<file path="src/rtl/aes_key_sched_ctrl.sv">
// aes_key_sched_ctrl: AES-128 key expansion sequencer.
// Loads a cipher key and steps an external single-round expander through
// ten rounds, waiting SETTLE_CYCLES per round. It captures the eleven round
// keys into a local store and serves them through a registered read port.
// Optional feature: define KEY_SCHED_CACHE_EN to skip re-expansion when the
// requested key matches the last fully expanded key.
module aes_key_sched_ctrl #(
  parameter int unsigned SETTLE_CYCLES = 20
) (
  input  logic         clk,
  input  logic         rst,
  input  logic         start,
  input  logic [127:0] key,
  output logic         busy,
  output logic         done,
  output logic         rk_valid,
  output logic [127:0] exp_key_in,
  output logic [31:0]  exp_rcon,
  input  logic [127:0] exp_key_out,
  input  logic [3:0]   rk_addr,
  output logic [127:0] rk_data
);

  typedef enum logic [1:0] {
    IDLE,
    WAIT,
    CAPTURE
  } state_t;

  localparam logic [7:0] CNT_RELOAD = 8'(SETTLE_CYCLES - 1);
  localparam logic [3:0] LAST_ROUND = 4'd10;

  state_t         state;
  logic [3:0]     round;
  logic [7:0]     cnt;
  logic [7:0]     rcon_q;
  logic [127:0]   rk [11];
  logic           cache_hit;

  // AES round constant for rounds 1..10; zero outside that range.
  function automatic logic [7:0] rcon_of(input logic [3:0] r);
    logic [7:0] v;
    v = 8'h00;
    case (r)
      4'd1:    v = 8'h01;
      4'd2:    v = 8'h02;
      4'd3:    v = 8'h04;
      4'd4:    v = 8'h08;
      4'd5:    v = 8'h10;
      4'd6:    v = 8'h20;
      4'd7:    v = 8'h40;
      4'd8:    v = 8'h80;
      4'd9:    v = 8'h1B;
      4'd10:   v = 8'h36;
      default: v = 8'h00;
    endcase
    return v;
  endfunction

  assign exp_rcon = {24'h000000, rcon_q};

`ifdef KEY_SCHED_CACHE_EN
  logic [127:0] cache_key;
  logic         cache_valid;

  // A hit needs both a valid cache entry and a complete store behind it.
  assign cache_hit = cache_valid && rk_valid && (key == cache_key);

  // Cache tracks the key of the last completed expansion; any miss start
  // invalidates it until the new expansion finishes.
  always_ff @(posedge clk or posedge rst) begin
    if (rst) begin
      cache_valid <= 1'b0;
      cache_key   <= '0;
    end else if (state == IDLE && start && !cache_hit) begin
      cache_valid <= 1'b0;
    end else if (state == CAPTURE && round == LAST_ROUND) begin
      cache_valid <= 1'b1;
      cache_key   <= rk[0];
    end
  end
`else
  assign cache_hit = 1'b0;
`endif

  // Sequencer: load key, wait for expander, capture, repeat for ten rounds.
  always_ff @(posedge clk or posedge rst) begin
    if (rst) begin
      state      <= IDLE;
      round      <= 4'd0;
      cnt        <= 8'd0;
      rcon_q     <= 8'h00;
      busy       <= 1'b0;
      done       <= 1'b0;
      rk_valid   <= 1'b0;
      exp_key_in <= '0;
      for (int unsigned i = 0; i < 11; i++) begin
        rk[i] <= '0;
      end
    end else begin
      done <= 1'b0;
      case (state)
        IDLE: begin
          if (start) begin
            if (cache_hit) begin
              done <= 1'b1;
            end else begin
              rk[0]      <= key;
              exp_key_in <= key;
              round      <= 4'd1;
              cnt        <= CNT_RELOAD;
              rcon_q     <= rcon_of(4'd1);
              rk_valid   <= 1'b0;
              busy       <= 1'b1;
              state      <= WAIT;
            end
          end
        end
        WAIT: begin
          if (cnt == 8'd0) begin
            state <= CAPTURE;
          end else begin
            cnt <= cnt - 8'd1;
          end
        end
        CAPTURE: begin
          rk[round]  <= exp_key_out;
          exp_key_in <= exp_key_out;
          if (round == LAST_ROUND) begin
            done     <= 1'b1;
            rk_valid <= 1'b1;
            busy     <= 1'b0;
            rcon_q   <= 8'h00;
            state    <= IDLE;
          end else begin
            round  <= round + 4'd1;
            cnt    <= CNT_RELOAD;
            rcon_q <= rcon_of(round + 4'd1);
            state  <= WAIT;
          end
        end
        default: state <= IDLE;
      endcase
    end
  end

  // Registered read port; addresses past round 10 read as zero.
  always_ff @(posedge clk or posedge rst) begin
    if (rst) begin
      rk_data <= '0;
    end else if (rk_addr <= LAST_ROUND) begin
      rk_data <= rk[rk_addr];
    end else begin
      rk_data <= '0;
    end
  end

endmodule

</file>
<file path="config.mk">
export PLATFORM = sky130hd
export DESIGN_NAME = aes_key_sched_ctrl
export DESIGN_NICKNAME = d
export VERILOG_FILES = /design/src/rtl/aes_key_sched_ctrl.sv
export SDC_FILE = /design/constraint.sdc
export NUM_CORES = 2
export LEC_CHECK = 0
export BUFFER_PORTS_ARGS = -buffer_cell sky130_fd_sc_hd__buf_2
export CORE_MARGIN = 1.5
export CORE_UTILIZATION = 31
export DETAILED_ROUTE_END_ITERATION = 12
export HOLD_SLACK_MARGIN = 0.02
export PLACE_DENSITY = 0.45
export SYNTH_ARGS = -nofsm -noshare
export SYNTH_HDL_FRONTEND = slang
export SYNTH_SLANG_ARGS = --single-unit
</file>
<file path="constraint.sdc">
create_clock -name clk -period 55.7 [get_ports clk]
set_input_delay 0 -clock clk [delete_from_list [all_inputs] [get_ports clk]]
set_output_delay 0 -clock clk [all_outputs]
set_load 0.1 [all_outputs]
</file>
==> results.yml <==
power_and_ir_drop:
  leakagePower_nw: 41.7
  peakVddDrop_uv: 38.3
  pwr_density_cell_nw_per_um2: 40.9
  power.total_mw: 3.80
route:
  avgRoutedWirePerCell_um: 24.2
  met2WireLength_um: 115000
  drt_iter0_drc: 2877
  top_layer: "met4"
  first_pass_iters: 6
  routed-wl-met3_um: 8150
  vias_per_cell: 5.06
  totalWireLength_um: 238000
  drc: 0
  m1WireLength_um: 110000
  antenna_left: 0
  via_count: 49823
job:
  max_cap_viol_count: 0
synthesis:
  syn_avg_cell_area_sq_um: 13.4
  ys_ff_latch: 1689
  yosysSeqAreaShare_pct: 56.4
  synth_flop_cell: "dfrtp_1"
  synth_edf_count: 0
  netlist_instances: 5574
  synthArstFlopShare_pct: 100
  synthesis.area_sq_um: 74900
  netlist-cell-type-count: 49
  yosysWarnings: 0
sta:
  report.final.slew_viol_count: 0
  fin_worst_skew_ps: 61.8
  setup_tns_ps: 0
  final_hold_viol_count: 0
  max_freq_mhz: 162
  period_needed_ps: 6180
  max_slew_margin_pct: 21.4
  setup_viol: 0
  rsz0062_at_grt: "false"
  worst_slew_pin_slew_ps: 1180
  finalCritPeriodShare_pct: 11.1
clock_tree:
  clock_path_buffers: 3
  clkTransAtPathRegs_ps: 60
  ctsResizeCount: 0
  cts.sinks: 1689
  cts-root-buf: "clkbuf_16"
  ctsHtreeMaxLevel: 4
  clock_latency_ps: 900
  cts_tree: "built"
  numCtsBuffers: 193
cells_and_area:
  final_cell_mix: "dfrtp_1, mux2_2, dlygate4sd3_1"
  nNetsFinal: 6765
  fin_cells: 9843
  multi_input_area_sq_um: 30100
  fillers: 22858
  post-route-cell-area_sq_um: 93000
  regArea_sq_um: 42300
  syn_to_final_growth_pct: 24.1
  mostFrequentLayoutCell: "dfrtp_1"
  drive_above_1_share_pct: 35.3
global_route:
  antenna_found_initial: 10
  grt_pass1_vias: 52993
  grt_max_degree: 155
  grt_usage_pct: 19.2
  grt_pass1_wl_um: 352000
  grt-ovfl-total: 0
critical_path:
  cp_slowest_cell: "buf_4"
  startpoint_type: "input pin"
  cp_top_family: "buffers and inverters"
  cp_data_required_time_ps: 56540
  slowest_delay_ps: 870
  critical_path_class: "input pin to asynchronous set/reset pin"
  path_buf_inv: 10
  cpMostUsedCell: "buf_4"
  arrival_ps: 7020
  cp-end-kind: "asynchronous set/reset pin"
  crit_fanout: 154
  path_cells: "dlygate4sd3_1 -> buf_2 -> dlygate4sd3_1 -> inv_8 -> buf_12 -> buf_4 -> buf_4 -> buf_4 -> buf_12 -> buf_4"
min_path:
  min_path_type: "input pin to flip-flop"
floorplan:
  start_util_pct: 31.2
  io_pins: 554
  die_h_um: 495
  die_area_sq_um: 245000
  rows: 180
  die_w_um: 495
  coreArea_sq_um: 241000
run_status:
  outcome: "finished clean"
placed_design:
  port_buffers: 529
  dp_cells: 8832
  dpl_cell_area_sq_um: 79900
  routabilityCongestion: 0.735
  hpwl_um: 129000
[cell type report]
type | count | share of cell area, %
Clock inverter | 45 | 0.770
Tap cell | 3185 | 4.29
Sequential cell | 1689 | 45.5
Multi-Input combinational cell | 3331 | 32.4
Clock buffer | 304 | 6.25
Timing Repair Buffer | 1271 | 10.8
Antenna cell | 9 | 0.0242
Inverter | 9 | 0.0444
[worst register-to-register path, cell delays in order (launching register included)]
cell	delay, ps
dfrtp_4	730
nand2b_4	670
buf_4	650
buf_4	670
mux2i_1	360
dlygate4sd3_1	580
o21ai_0	80
dlygate4sd3_1	610
[where the power goes]
part | internal [mW] | switching [mW] | leakage (nW)
clock network | 0.752 | 0.541 | 3.19
registers | 1.41 | 0.106 | 20.3
logic | 0.287 | 0.703 | 18.1
[timing repair]
action / in CTS / in global routing
buffers inserted: 0 / 0
hold buffers: 653 / 0
endpoints found under the hold margin: 1742 / 0
[flip-flops by register name (all words and copies together), names as in the netlist]
signal / flops
rk: 1408
busy: 1
exp_key_in: 128
cnt: 8
rk_data: 128
rcon_q: 8
done: 1
round: 4
state: 2
rk_valid: 1
[cells in the mapped netlist (11+ instances only)]
master	n	area, sq um
o21ai_1	11	55.1
mux2i_1	514	5140
nor2_1	136	510
clkbuf_1	279	1050
mux2_2	1280	14400
mux4_2	128	2880
buf_6	36	405
a22oi_1	128	961
buf_2	215	1080
dfrtp_1	1689	42300
o21ai_0	509	2550
a221oi_1	128	1120
a21oi_1	139	696
nand2_1	272	1020
buf_4	28	210
[path summary, 6_finish.rpt]
| check | cells past startpoint | slack (ps) | to | from |
|---|---|---|---|---|
| worst max-delay path | 10 | 49520 | rk[703] | rst |
| worst min-delay path | 4 | 80 | rk[1397] | key[117] |
| worst max register to register | 7 | 51250 | exp_key_in[47] | state[0] |
| worst min register to register | 2 | 480 | exp_key_in[20] | exp_key_in[20] |
| max in group clk | 7 | 51250 | exp_key_in[47] | state[0] |
| min in group asynchronous | 4 | 490 | rk[129] | rst |
[per-layer routing]
layer	up-vias	GRT usage [%]
li1	22026	-
met1	26540	26.4
met2	976	31.8
met3	281	2.51
met4	0	4.77
met5	-	0
[per-stage QoR]
stage                     hold slack, ps  utilization, %  setup WS [ps]
after CTS                           20.0            38.7          49310
final                               84.4            38.7          49520
after global routing                61.2            38.7          48610
after global placement               251            33.2          49670
after detailed placement             239            33.2          49530
after floorplan                      186               -           8030
[cells by family after synthesis]
kind of cell             share of synthesized area [%]
AO/OA/AOI/OAI                                     7.36
XOR/XNOR                                        0.0568
adder cells (fa/ha/maj)                          0.117
buffers and inverters                             3.75
flip-flops                                        56.4
multiplexers                                      29.9
other                                          0.00500
AND/OR/NAND/NOR                                   2.37
No activity file was read; power rests on OpenSTA's default activity.
